### config.mk
export PLATFORM = sky130hd
export DESIGN_NAME = addsub_seq_flat
export DESIGN_NICKNAME = d
export VERILOG_FILES = /design/src/rtl/addsub_seq_if.sv /design/src/rtl/addsub_seq.sv /design/src/flat_wrapper.sv
export SDC_FILE = /design/constraint.sdc
export NUM_CORES = 1
export LEC_CHECK = 0
export ABC_CLOCK_PERIOD_IN_PS = 5510
export CAP_MARGIN = 20
export CORE_ASPECT_RATIO = 0.5
export CORE_MARGIN = 3
export CORE_UTILIZATION = 45
export CTS_CLUSTER_SIZE = 14
export DETAILED_ROUTE_END_ITERATION = 8
export GPL_TIMING_DRIVEN = 0
export MAX_ROUTING_LAYER = met4
export PLACE_DENSITY = 0.77
export REMOVE_ABC_BUFFERS = 1
export SYNTH_ARGS = -nofsm -noshare
export SYNTH_HDL_FRONTEND = slang
export SYNTH_SLANG_ARGS = --single-unit
export TNS_END_PERCENT = 5
### constraint.sdc
create_clock -name clk -period 5.51 [get_ports clk]
set_input_delay 1.102 -clock clk [delete_from_list [all_inputs] [get_ports clk]]
set_output_delay 1.102 -clock clk [all_outputs]
set_load 0.1 [all_outputs]
### src/rtl/addsub_seq_if.sv
// Request/result handshake bundle for the byte-serial adder/subtractor.
// The requester drives the master side; addsub_seq sits on the slave side.
interface addsub_seq_if #(
    parameter int WIDTH = 32
);
    logic             in_valid;
    logic             in_ready;
    logic [WIDTH-1:0] in_a;
    logic [WIDTH-1:0] in_b;
    logic             in_sub;
    logic             out_valid;
    logic             out_ready;
    logic [WIDTH-1:0] out_sum;
    logic             out_n;
    logic             out_z;
    logic             out_c;
    logic             out_v;

    modport master (
        output in_valid, in_a, in_b, in_sub, out_ready,
        input  in_ready, out_valid, out_sum, out_n, out_z, out_c, out_v
    );

    modport slave (
        input  in_valid, in_a, in_b, in_sub, out_ready,
        output in_ready, out_valid, out_sum, out_n, out_z, out_c, out_v
    );
endinterface

### src/rtl/addsub_seq.sv
// Sequential WIDTH-bit adder/subtractor that reuses one 8-bit carry slice over
// WIDTH/8 cycles, producing the sum plus N/Z/C/V flags behind a valid/ready pair.
module addsub_seq #(
    parameter int WIDTH = 32
) (
    input  logic         clk,
    input  logic         rst,
    addsub_seq_if.slave  bus
);
    localparam int BEATS  = WIDTH / 8;
    localparam int BEAT_W = (BEATS > 1) ? $clog2(BEATS) : 1;

    typedef enum logic [1:0] {
        IDLE,
        RUN,
        DONE
    } state_t;

    state_t                 r_state;
    state_t                 w_stateNext;
    logic [BEATS-1:0][7:0]  r_a;
    logic [BEATS-1:0][7:0]  r_b;
    logic [BEATS-1:0][7:0]  r_sum;
    logic [BEATS-1:0][7:0]  w_sumFinal;
    logic [BEAT_W-1:0]      r_beat;
    logic                   r_carry;
    logic [8:0]             w_slice;
    logic                   w_msbCarryIn;
    logic                   w_lastBeat;
    logic                   w_accept;
    logic                   w_inReady;
    logic [WIDTH-1:0]       r_outSum;
    logic                   r_outValid;
    logic                   r_outN;
    logic                   r_outZ;
    logic                   r_outC;
    logic                   r_outV;

    assign w_inReady  = (r_state == IDLE) && !rst;
    assign w_accept   = bus.in_valid && w_inReady;
    assign w_lastBeat = (r_beat == BEAT_W'(BEATS - 1));

    // The only adder in the block: one byte of A, one byte of B_eff and the running carry.
    assign w_slice      = {1'b0, r_a[r_beat]} + {1'b0, r_b[r_beat]} + {8'd0, r_carry};
    assign w_msbCarryIn = r_a[r_beat][7] ^ r_b[r_beat][7] ^ w_slice[7];

    always_comb begin
        w_sumFinal         = r_sum;
        w_sumFinal[r_beat] = w_slice[7:0];
    end

    always_ff @(posedge clk) begin
        if (rst) begin
            r_state <= IDLE;
        end else begin
            r_state <= w_stateNext;
        end
    end

    always_comb begin
        w_stateNext = r_state;
        case (r_state)
            IDLE:    if (w_accept)      w_stateNext = RUN;
            RUN:     if (w_lastBeat)    w_stateNext = DONE;
            DONE:    if (bus.out_ready) w_stateNext = IDLE;
            default:                    w_stateNext = IDLE;
        endcase
    end

    // Subtraction is A + ~B + 1: B is inverted at capture and the +1 rides in as the first carry.
    always_ff @(posedge clk) begin
        if (rst) begin
            r_a        <= '0;
            r_b        <= '0;
            r_sum      <= '0;
            r_beat     <= '0;
            r_carry    <= 1'b0;
            r_outSum   <= '0;
            r_outValid <= 1'b0;
            r_outN     <= 1'b0;
            r_outZ     <= 1'b0;
            r_outC     <= 1'b0;
            r_outV     <= 1'b0;
        end else begin
            case (r_state)
                IDLE: begin
                    if (w_accept) begin
                        r_a     <= bus.in_a;
                        r_b     <= bus.in_b ^ {WIDTH{bus.in_sub}};
                        r_carry <= bus.in_sub;
                        r_beat  <= '0;
                    end
                end
                RUN: begin
                    r_sum   <= w_sumFinal;
                    r_carry <= w_slice[8];
                    r_beat  <= w_lastBeat ? '0 : r_beat + 1'b1;
                    if (w_lastBeat) begin
                        r_outSum   <= w_sumFinal;
                        r_outN     <= w_slice[7];
                        r_outZ     <= (w_sumFinal == '0);
                        r_outC     <= w_slice[8];
                        r_outV     <= w_msbCarryIn ^ w_slice[8];
                        r_outValid <= 1'b1;
                    end
                end
                DONE: begin
                    if (bus.out_ready) begin
                        r_outValid <= 1'b0;
                    end
                end
                default: begin
                    r_outValid <= 1'b0;
                end
            endcase
        end
    end

    assign bus.in_ready  = w_inReady;
    assign bus.out_valid = r_outValid;
    assign bus.out_sum   = r_outSum;
    assign bus.out_n     = r_outN;
    assign bus.out_z     = r_outZ;
    assign bus.out_c     = r_outC;
    assign bus.out_v     = r_outV;
endmodule

### src/flat_wrapper.sv
// flat-port wrapper written by rule: the top's interface ports become plain ports
module addsub_seq_flat 
#(
    parameter int WIDTH = 32
)
  (clk, rst, bus_in_valid, bus_in_a, bus_in_b, bus_in_sub, bus_out_ready, bus_in_ready, bus_out_valid, bus_out_sum, bus_out_n, bus_out_z, bus_out_c, bus_out_v);
  addsub_seq_if #(.WIDTH(WIDTH)) bus_i ();
  input  logic clk;
  input  logic rst;
  input wire logic [$bits(bus_i.in_valid)-1:0] bus_in_valid;
  input wire logic [$bits(bus_i.in_a)-1:0] bus_in_a;
  input wire logic [$bits(bus_i.in_b)-1:0] bus_in_b;
  input wire logic [$bits(bus_i.in_sub)-1:0] bus_in_sub;
  input wire logic [$bits(bus_i.out_ready)-1:0] bus_out_ready;
  output wire logic [$bits(bus_i.in_ready)-1:0] bus_in_ready;
  output wire logic [$bits(bus_i.out_valid)-1:0] bus_out_valid;
  output wire logic [$bits(bus_i.out_sum)-1:0] bus_out_sum;
  output wire logic [$bits(bus_i.out_n)-1:0] bus_out_n;
  output wire logic [$bits(bus_i.out_z)-1:0] bus_out_z;
  output wire logic [$bits(bus_i.out_c)-1:0] bus_out_c;
  output wire logic [$bits(bus_i.out_v)-1:0] bus_out_v;
  assign bus_i.in_valid = bus_in_valid;
  assign bus_i.in_a = bus_in_a;
  assign bus_i.in_b = bus_in_b;
  assign bus_i.in_sub = bus_in_sub;
  assign bus_i.out_ready = bus_out_ready;
  assign bus_in_ready = bus_i.in_ready;
  assign bus_out_valid = bus_i.out_valid;
  assign bus_out_sum = bus_i.out_sum;
  assign bus_out_n = bus_i.out_n;
  assign bus_out_z = bus_i.out_z;
  assign bus_out_c = bus_i.out_c;
  assign bus_out_v = bus_i.out_v;
  addsub_seq #(.WIDTH(WIDTH)) u_core (.clk(clk), .rst(rst), .bus(bus_i));
endmodule
# Yosys cells after proc, flatten, opt, wreduce, memory -nomap -nowiden
# Cells that the tools add are included.
[op_classes]
bitwise = 5
n_mux = 19
magnitude_cmp = 2
n_eq_ne = 6
reduce_logical = 12
add_sub_neg = 3
[ops]
columns = ["op", "n"]
rows = [
  ["8-bit binary-select mux with 2-bit select", 2],
  ["32-bit bitwise mux", 1],
  ["32-bit zero test", 1],
  ["32-bit bitwise XOR", 1],
  ["8-bit 2-to-1 mux", 3],
  ["8-bit demux with 2-bit select", 1],
  ["2-bit 2-to-1 mux", 5],
  ["8-bit by 8-bit adder with 9-bit output", 1],
  ["9-bit by 1-bit adder with 9-bit output", 1],
  ["2-bit case mux with 3 select lines", 1],
  ["2-bit AND reduction", 3],
  ["3-bit AND reduction", 2],
  ["2-bit == test (second input constant)", 2],
  ["2-bit by 1-bit != test with 1-bit output (second input constant)", 2],
  ["2-bit case mux with 2 select lines", 1],
  ["1-bit logical AND", 3],
  ["2-bit by 3-bit less-than comparator with 1-bit output (second input constant)", 1],
  ["1-bit 2-to-1 mux", 3],
  ["1-bit case mux with 3 select lines", 1],
  ["1-bit bitwise XOR", 3],
  ["2-bit by 1-bit adder with 2-bit output (second input constant)", 1],
  ["2-bit by 1-bit == test with 1-bit output (second input constant)", 1],
  ["2-bit by 1-bit greater-or-equal comparator with 1-bit output (second input constant)", 1],
  ["2-bit zero test", 1],
  ["other kinds (5)", 5],
]
[word_totals]
out_inout_bits = 38
regBits = 138
input_bits = 69
elab_cells = 68

# Depth between registers and ports, before layout
# Gate-level depths: netlist of the first run.
[logic_depth]
word_depth = 6
ltp_mapped = 13
depth_no_buf = 12

# Worst setup path after synthesis of the first run
# OpenSTA, ideal clock, no wires.
[synth_path]
kind = "input port to flip-flop"
startpoint = "input rst"
endpoint = "register u_core.r_a[0] (netlist bit)"
required_time_ns = 5.397
setup_slack_ns = 0.833
stages = 7
setup_time_ns = 0.113
arrival_ns = 4.564
path_buffers = 3
cell_sequence = "buf_2 nor3_1 nand2_1 clkbuf_1 buf_1 nand3b_1 nand2_1"
[synth_via]
elab_chain_len = 4
[synth_lines]
columns = ["element", "line", "rtl"]
rows = [
  ["start: declaration", "flat_wrapper.sv:9", "input logic rst;"],
  ["1-bit zero test", "addsub_seq.sv:39", "assign w_inReady = (r_state == IDLE) && !rst;"],
  ["1-bit logical AND", "addsub_seq.sv:39", ""],
  ["via bus_in_ready", "flat_wrapper.sv:15", "output wire logic [$bits(bus_i.in_ready)-1:0] bus_in_ready;"],
  ["1-bit logical AND", "addsub_seq.sv:40", "assign w_accept = bus.in_valid && w_inReady;"],
  ["2-bit AND reduction (no line)", "n/a", ""],
  ["end signal: assignment", "addsub_seq.sv:88", "r_a <= bus.in_a;"],
  ["end: declaration", "addsub_seq.sv:21", "logic [BEATS-1:0][7:0] r_a;"],
]
# The timed path passes the listed nets, and every way through them passes these cells.
# A chain may end at the register's enable or synchronous reset.

# Worst setup path after layout of the first run
[layout_path]
startpoint = "input rst"
endpoint = "output bus_in_ready"
[layout_via]
elab_chain_len = 2
[layout_lines]
columns = ["element", "line"]
rows = [
  ["1-bit zero test", "addsub_seq.sv:39"],
  ["1-bit logical AND", "addsub_seq.sv:39"],
  ["end: declaration", "flat_wrapper.sv:15"],
]
# Every way passes these cells.

==> results of run 1 <==
## stage by stage
| step | total power [mW] | util [%] | cells |
|---|---|---|---|
| 5_1_grt | 2.60 | 60.3 | 942 |
| 6_report | 2.49 | 60.3 | 942 |
| 3_5_place_dp | 1.40 | 55.7 | 909 |
| 3_3_place_gp | 1.39 | 55.0 | 906 |
| 4_1_cts | 2.50 | 60.1 | 941 |
| 2_1_floorplan | 1.26 | - | 630 |
## logic make-up (layout without fill, tap and decap cells)
group / Yosys count / after routing / share of synthesized area (%)
simple gates: 272 / 272 / 21.8
fa+ha+maj: 13 / 13 / 2.89
xor+xnor: 39 / 39 / 6.11
buf+inv: 66 / 150 / 4.81
mux: 30 / 30 / 8.19
flops: 130 / 130 / 42.4
compound gates: 138 / 138 / 13.8
## worst max path at each step
stage               start                to  slack [ps]  cells past startpoint
finish                rst      bus_in_ready        1190                      4
floorplan             rst     u_core.r_b[0]        -420                      4
detailed placement    rst      bus_in_ready        1190                      4
CTS                   rst      bus_in_ready        1190                      4
global placement      rst  u_core.r_beat[0]       -1820                      5
global route          rst      bus_in_ready        1080                      4
## registers in the layout, summed over array words and instances (netlist names)
signal,flops
u_core.bus.out_sum,32
u_core.r_a,32
u_core.r_b,32
u_core.r_sum,24
u_core.r_beat,2
u_core.r_state,2
u_core.bus.out_c,1
u_core.bus.out_n,1
u_core.bus.out_v,1
u_core.bus.out_valid,1
u_core.bus.out_z,1
u_core.r_carry,1
## cell usage after synthesis (all sizes together)
cell type | number | area share (%)
inv | 8 | 0.49
nand3 | 3 | 0.33
o21ba | 1 | 0.26
nor2 | 64 | 3.9
or3 | 1 | 0.12
o21a | 7 | 0.86
nand4 | 1 | 0.10
fa | 2 | 0.65
o211ai | 3 | 0.37
dfxtp | 130 | 42
nor2b | 1 | 0.10
o2111ai | 2 | 0.29
nand2 | 115 | 7.0
xor2 | 3 | 0.55
nand3b | 66 | 8.1
buf | 13 | 1.3
clkbuf | 44 | 2.9
o2bb2ai | 1 | 0.14
mux4 | 16 | 5.9
a31oi | 2 | 0.20
or3b | 1 | 0.14
o21ai | 38 | 3.1
xnor2 | 36 | 5.6
and2 | 5 | 0.51
clkdlybuf4s50 | 1 | 0.18
and3 | 1 | 0.10
mux2 | 2 | 0.37
nor3 | 5 | 0.41
nand2b | 3 | 0.31
nor4 | 5 | 0.51
mux2i | 12 | 2.0
a211oi | 37 | 4.6
a31o | 1 | 0.14
a21o | 1 | 0.12
or4 | 1 | 0.12
a21oi | 44 | 3.6
ha | 11 | 2.2
o211a | 1 | 0.16
## worst max-delay path, delay by kind of cell
family                 cells  cell delay [ps]
buffers and inverters      3             1650
and+or+nand+nor            1              430
## power groups by stage
stage	Combinational, mW	Clock (mW)	Sequential (mW)
6_report	0.371	1.11	1.02
5_1_grt	0.408	1.17	1.02
4_1_cts	0.368	1.12	1.02
3_5_place_dp	0.365	0	1.04
3_3_place_gp	0.353	0	1.04
2_1_floorplan	0.225	0	1.03
## routing by layer
metal | global-route usage (%) | share of wire [%]
met5 | - | 0
met3 | 3.21 | 5.6
met2 | 32.7 | 47
met4 | 7.74 | 1.4
met1 | 26.0 | 46
## final cells by class
type,instances,area (um^2)
Multi-Input combinational cell,492,3250
Inverter,8,30.0
Fill cell,1155,5160
Clock buffer,18,439
Tap cell,170,213
Timing Repair Buffer,110,1150
Clock inverter,14,143
Sequential cell,130,2600
## layout by cell type (no fill, tap or decap), types with 2 or more instances in the layout
cell type | netlist | layout
dfxtp_1 | 130 | 130
nand2_1 | 115 | 114
clkdlybuf4s50_1 | 0 | 104
nand3b_1 | 66 | 66
nor2_1 | 64 | 64
a21oi_1 | 44 | 44
a211oi_1 | 36 | 36
o21ai_0 | 35 | 35
xnor2_1 | 34 | 34
clkbuf_16 | 0 | 17
mux4_2 | 16 | 16
mux2i_1 | 12 | 12
ha_1 | 11 | 11
inv_1 | 8 | 8
o21a_1 | 7 | 7
inv_6 | 0 | 7
nor3_1 | 5 | 5
and2_1 | 5 | 5
nor4_1 | 5 | 5
nand2b_1 | 3 | 3
o21ai_1 | 3 | 3
o211ai_1 | 3 | 3
clkinvlp_4 | 0 | 3
buf_16 | 0 | 3
xor2_1 | 2 | 2
mux2_2 | 2 | 2
a31oi_1 | 2 | 2
nand3_1 | 2 | 2
o2111ai_1 | 2 | 2
fa_1 | 2 | 2
clkinv_4 | 0 | 2
==> results.cfg, run 1 <==
[sta]
final_hold_viol_count = 0
worst_slack_ps = 1190
max_freq_mhz = 231
slew_headroom_pct = 31.3
fin_skew_ps = 12.1
hold_slack_ps = 453
period_minus_slack_ps = 4320
slew_violations = 0
post-route-period-util_pct = 78.4
setup-violations-final = 0
worst_pin_slew_ps = 1030
fin_setup_tns_ps = 0
rsz0062_at_grt = no

[yosys]
ys_types = 47
syn_area_um2 = 6140
seq_area_frac_synth_pct = 42.4
yosys_warnings = 0
syn_inst = 688
syn_area_per_cell_um2 = 8.92
yosys_register_bits = 130

[finish]
antenna_cells = 0
fin_area_um2 = 7830
drive_gt1_share_pct = 8.55
nets = 841
syn_to_final_growth_pct = 27.5

[routing]
first_pass_iters = 5
drt_iter0_drc = 357
drt-total-wl_um = 14300
drt_drc_violations_left = 0
post_drt_wl_per_cell_um = 15.2
drt-vias-per-instance = 5.41
route.antenna.remaining_nets = 0
vias = 5097

[grt]
grt.overflow.total = 0
grt_max_degree = 115
grt_pass1_vias = 4938
grt_use_total_pct = 20.3
antenna_found_initial = 0
grt_first_pass_wirelength_um = 24000

[power]
switching_share_pct = 27.6
combinationalPowerShare_pct = 14.9
seq_power_share_pct = 40.8
leakage_nw = 2.84
ir_drop_mv = 0.198
internal_power_mw = 1.81
power_frac_clock_pct = 44.4
switchingPower_mw = 0.689
p_per_area_nw_per_um2 = 319

[placed_design]
dp_hpwl_um = 9340
dpl-instance-area_um2 = 7230
gp_congestion = 0.888
port_buffers = 106
dpl_worst_slack_ps = 1190

[min_path]
holdPathStages = 2
min_to = u_core.bus.out_sum[0]
hp-class = register to register
hold_start = u_core.bus.out_sum[0]

[critical_path]
end_kind = output port
crit_chain = buf_4 -> buf_16 -> nor3_1 -> clkdlybuf4s50_1
r2r_setup_slack_ps = 1410
path_class = primary input to output port
timing.rr.start = u_core.r_beat[0]
worstRegToRegCells = 12
max_stage_delay_ps = 1220
critPathSlowestCell = clkdlybuf4s50_1
cp.arrival_ps = 3220
crit_fanout = 114
regToRegEndpoint = u_core.bus.out_z
critPathLaunchType = primary input
cp.required_ps = 4410

[clocking]
clk-insertion-delay-late_ps = 420
clk_pin_slew_ps = 60
clockBufferDepth = 2
cts_hold_buf = 0
cts.sinks = 130
numCtsBuffers = 17
cts.repair.resized = 0
postCtsSetupBuffers = 0
htree_levels = 4
root_buffer = clkbuf_16
cts_tree = done

[floorplan]
rows = 29
start_util_pct = 47.3
fp.dieH_um = 88.6
coreArea_um2 = 13000
dieWidth_um = 171
die_area_um2 = 15200
ios = 107

[status]
run_status = complete, no violations

[job]
maxCapViolCount = 0
Power figures use the tool's default switching activity.
==> run 2, diff against run 1 <==
--- a/config.mk
+++ b/config.mk
@@ -5,7 +5,7 @@
 export SDC_FILE = /design/constraint.sdc
 export NUM_CORES = 1
 export LEC_CHECK = 0
-export ABC_CLOCK_PERIOD_IN_PS = 5510
+export ABC_CLOCK_PERIOD_IN_PS = 3700
 export CAP_MARGIN = 20
 export CORE_ASPECT_RATIO = 0.5
 export CORE_MARGIN = 3
@@ -14,7 +14,7 @@
 export DETAILED_ROUTE_END_ITERATION = 8
 export GPL_TIMING_DRIVEN = 0
 export MAX_ROUTING_LAYER = met4
-export PLACE_DENSITY = 0.77
+export PLACE_DENSITY = 0.79
 export REMOVE_ABC_BUFFERS = 1
 export SYNTH_ARGS = -nofsm -noshare
 export SYNTH_HDL_FRONTEND = slang
==> constraint.sdc (replaced) <==
create_clock -name clk -period 3.7 [get_ports clk]
set_input_delay 0.74 -clock clk [delete_from_list [all_inputs] [get_ports clk]]
set_output_delay 0.74 -clock clk [all_outputs]
set_load 0.1 [all_outputs]
==> run 2 against run 1 <==
  * Critical endpoint is now u_core.bus.out_sum[6]
  * Global-route usage fell by 0.20 points
  * Non-clock buffer count grew 2
  * Cell area grew 2.0%
  * Sequential share of layout area fell by 0.57 points
  * Highest routed layer unchanged
  * Power rose by 59%
  * Critical path type is now register to register
==> results.cfg, run 2 (synthesis gave the netlist of run 1 again) <==
[floorplan]
fp.dieH_um = 88.6
coreArea_um2 = 13000
ios = 107
dieWidth_um = 171
rows = 29
start_util_pct = 47.3
die_area_um2 = 15200

[min_path]
hold_start = u_core.bus.out_sum[16]
hp-class = register to register

[finish]
antenna_cells = 0
final_common_cell = dfxtp_1
final_cells = 944
fillCellCount = 1111
final_cell_mix = dfxtp_1 (128), nand2_1 (114), clkdlybuf4s50_1 (103), nand3b_1 (66), nor2_1 (64)
nets = 843
drive_gt1_share_pct = 9.43
syn_to_final_growth_pct = 30.0
fin_area_um2 = 7980

[grt]
grt.overflow.total = 0
grt_max_degree = 117
grt_first_pass_wirelength_um = 23400
grt_use_total_pct = 20.1
grt_pass1_vias = 4841
antenna_found_initial = 0

[critical_path]
timing.rr.start = u_core.r_beat[0]
cp.required_ps = 4020
cp.arrival_ps = 3830
critPathLaunchType = register
cp-startpoint = u_core.r_beat[0]
path_class = register to register
end_kind = register
critPathSlowestCell = mux4_2
crit_fanout = 13
cp.buffers_inverters = 4
max_stage_delay_ps = 530
critPathTopFamily = multiplexers
crit_chain = buf_16 -> mux4_2 -> inv_1 -> fa_1 -> inv_1 -> fa_1 -> a211oi_2 -> o21ai_1 -> o21ai_2 -> xor2_2 -> buf_4 -> mux2_2 -> a211oi_1

[placed_design]
place_inst = 909
dpl-instance-area_um2 = 7230
gp_congestion = 0.862
dp_hpwl_um = 9330
port_buffers = 106

[routing]
drt-vias-per-instance = 5.34
drt_iter0_drc = 368
post_drt_wl_per_cell_um = 15.4
drt-total-wl_um = 14500
vias = 5045
route.antenna.remaining_nets = 0
first_pass_iters = 4
drt_drc_violations_left = 0

[clocking]
cts_hold_buf = 0
clk_pin_slew_ps = 60
htree_levels = 4
cts.sinks = 130
cts_tree = done
numCtsBuffers = 17
clk-insertion-delay-late_ps = 410
root_buffer = clkbuf_16
clockBufferDepth = 2

[sta]
slew_headroom_pct = 32.3
hold_slack_ps = 454
fin_skew_ps = 6.47
post-route-period-util_pct = 94.8
fin_setup_tns_ps = 0
worst_pin_slew_ps = 1010
max_freq_mhz = 285
setup-violations-final = 0
period_minus_slack_ps = 3510
slew_violations = 0
final_hold_viol_count = 0

[power]
ir_drop_mv = 0.258
leakage_nw = 2.91
p_per_area_nw_per_um2 = 498

[job]
maxCapViolCount = 0

[status]
run_status = complete, no violations
==> run 2: report_power, final <==
part	leakage (nW)	internal [mW]	switching, mW
Clock	0.318	1.25	0.630
Sequential	1.06	1.47	0.0430
Combinational	1.53	0.269	0.310
Total	2.91	2.99	0.983
==> run 2: final timing paths <==
| kind | to | slack (ps) | cells after the start |
|---|---|---|---|
| max | u_core.bus.out_sum[6] | 190 | 13 |
| min | u_core.bus.out_sum[16] | 450 | 2 |
| max reg2reg | u_core.bus.out_sum[6] | 190 | 13 |
| min reg2reg | u_core.bus.out_sum[16] | 450 | 2 |
==> run 2: what timing repair did <==
action / in CTS / in global routing
pin swaps: 0 / 1
endpoints found under the setup margin: 6 / 6
setup buffers: 0 / 2
resized for setup: 4 / 6
==> run 2: area by class of cell <==
class / count / area (um^2) / area share, %
clock buffer: 20 / 467 / 5.85
clock inverter: 12 / 204 / 2.56
inverter: 8 / 30.0 / 0.376
multi-input combinational: 492 / 3290 / 41.2
sequential: 130 / 2610 / 32.7
tap: 170 / 213 / 2.67
timing repair buffer: 112 / 1170 / 14.6
==> run 2: metal layers <==
metal / global-route usage (%) / vias up / part of all wire [%]
met5: - / - / 0
met4: 6.64 / 0 / 1.4
met3: 4.33 / 23 / 4.2
met2: 33.4 / 103 / 48
met1: 24.7 / 2395 / 46
li1: - / 2524 / -
==> run 2: worst min-delay path, cell delays in order (launching register included) <==
cell     delay [ps]
dfxtp_1         310
nand2_1          50
a21oi_1          50
==> run 2: stage by stage <==
| stage | total power, mW | setup WS [ps] | utilization [%] |
|---|---|---|---|
| CTS | 3.96 | 79.7 | 61.0 |
| global route | 4.13 | -10.1 | 61.4 |
| floorplan | 1.87 | -1870 | - |
| global placement | 2.07 | -3240 | 55.0 |
| finish | 3.98 | 193 | 61.4 |
| detailed placement | 2.09 | -296 | 55.7 |
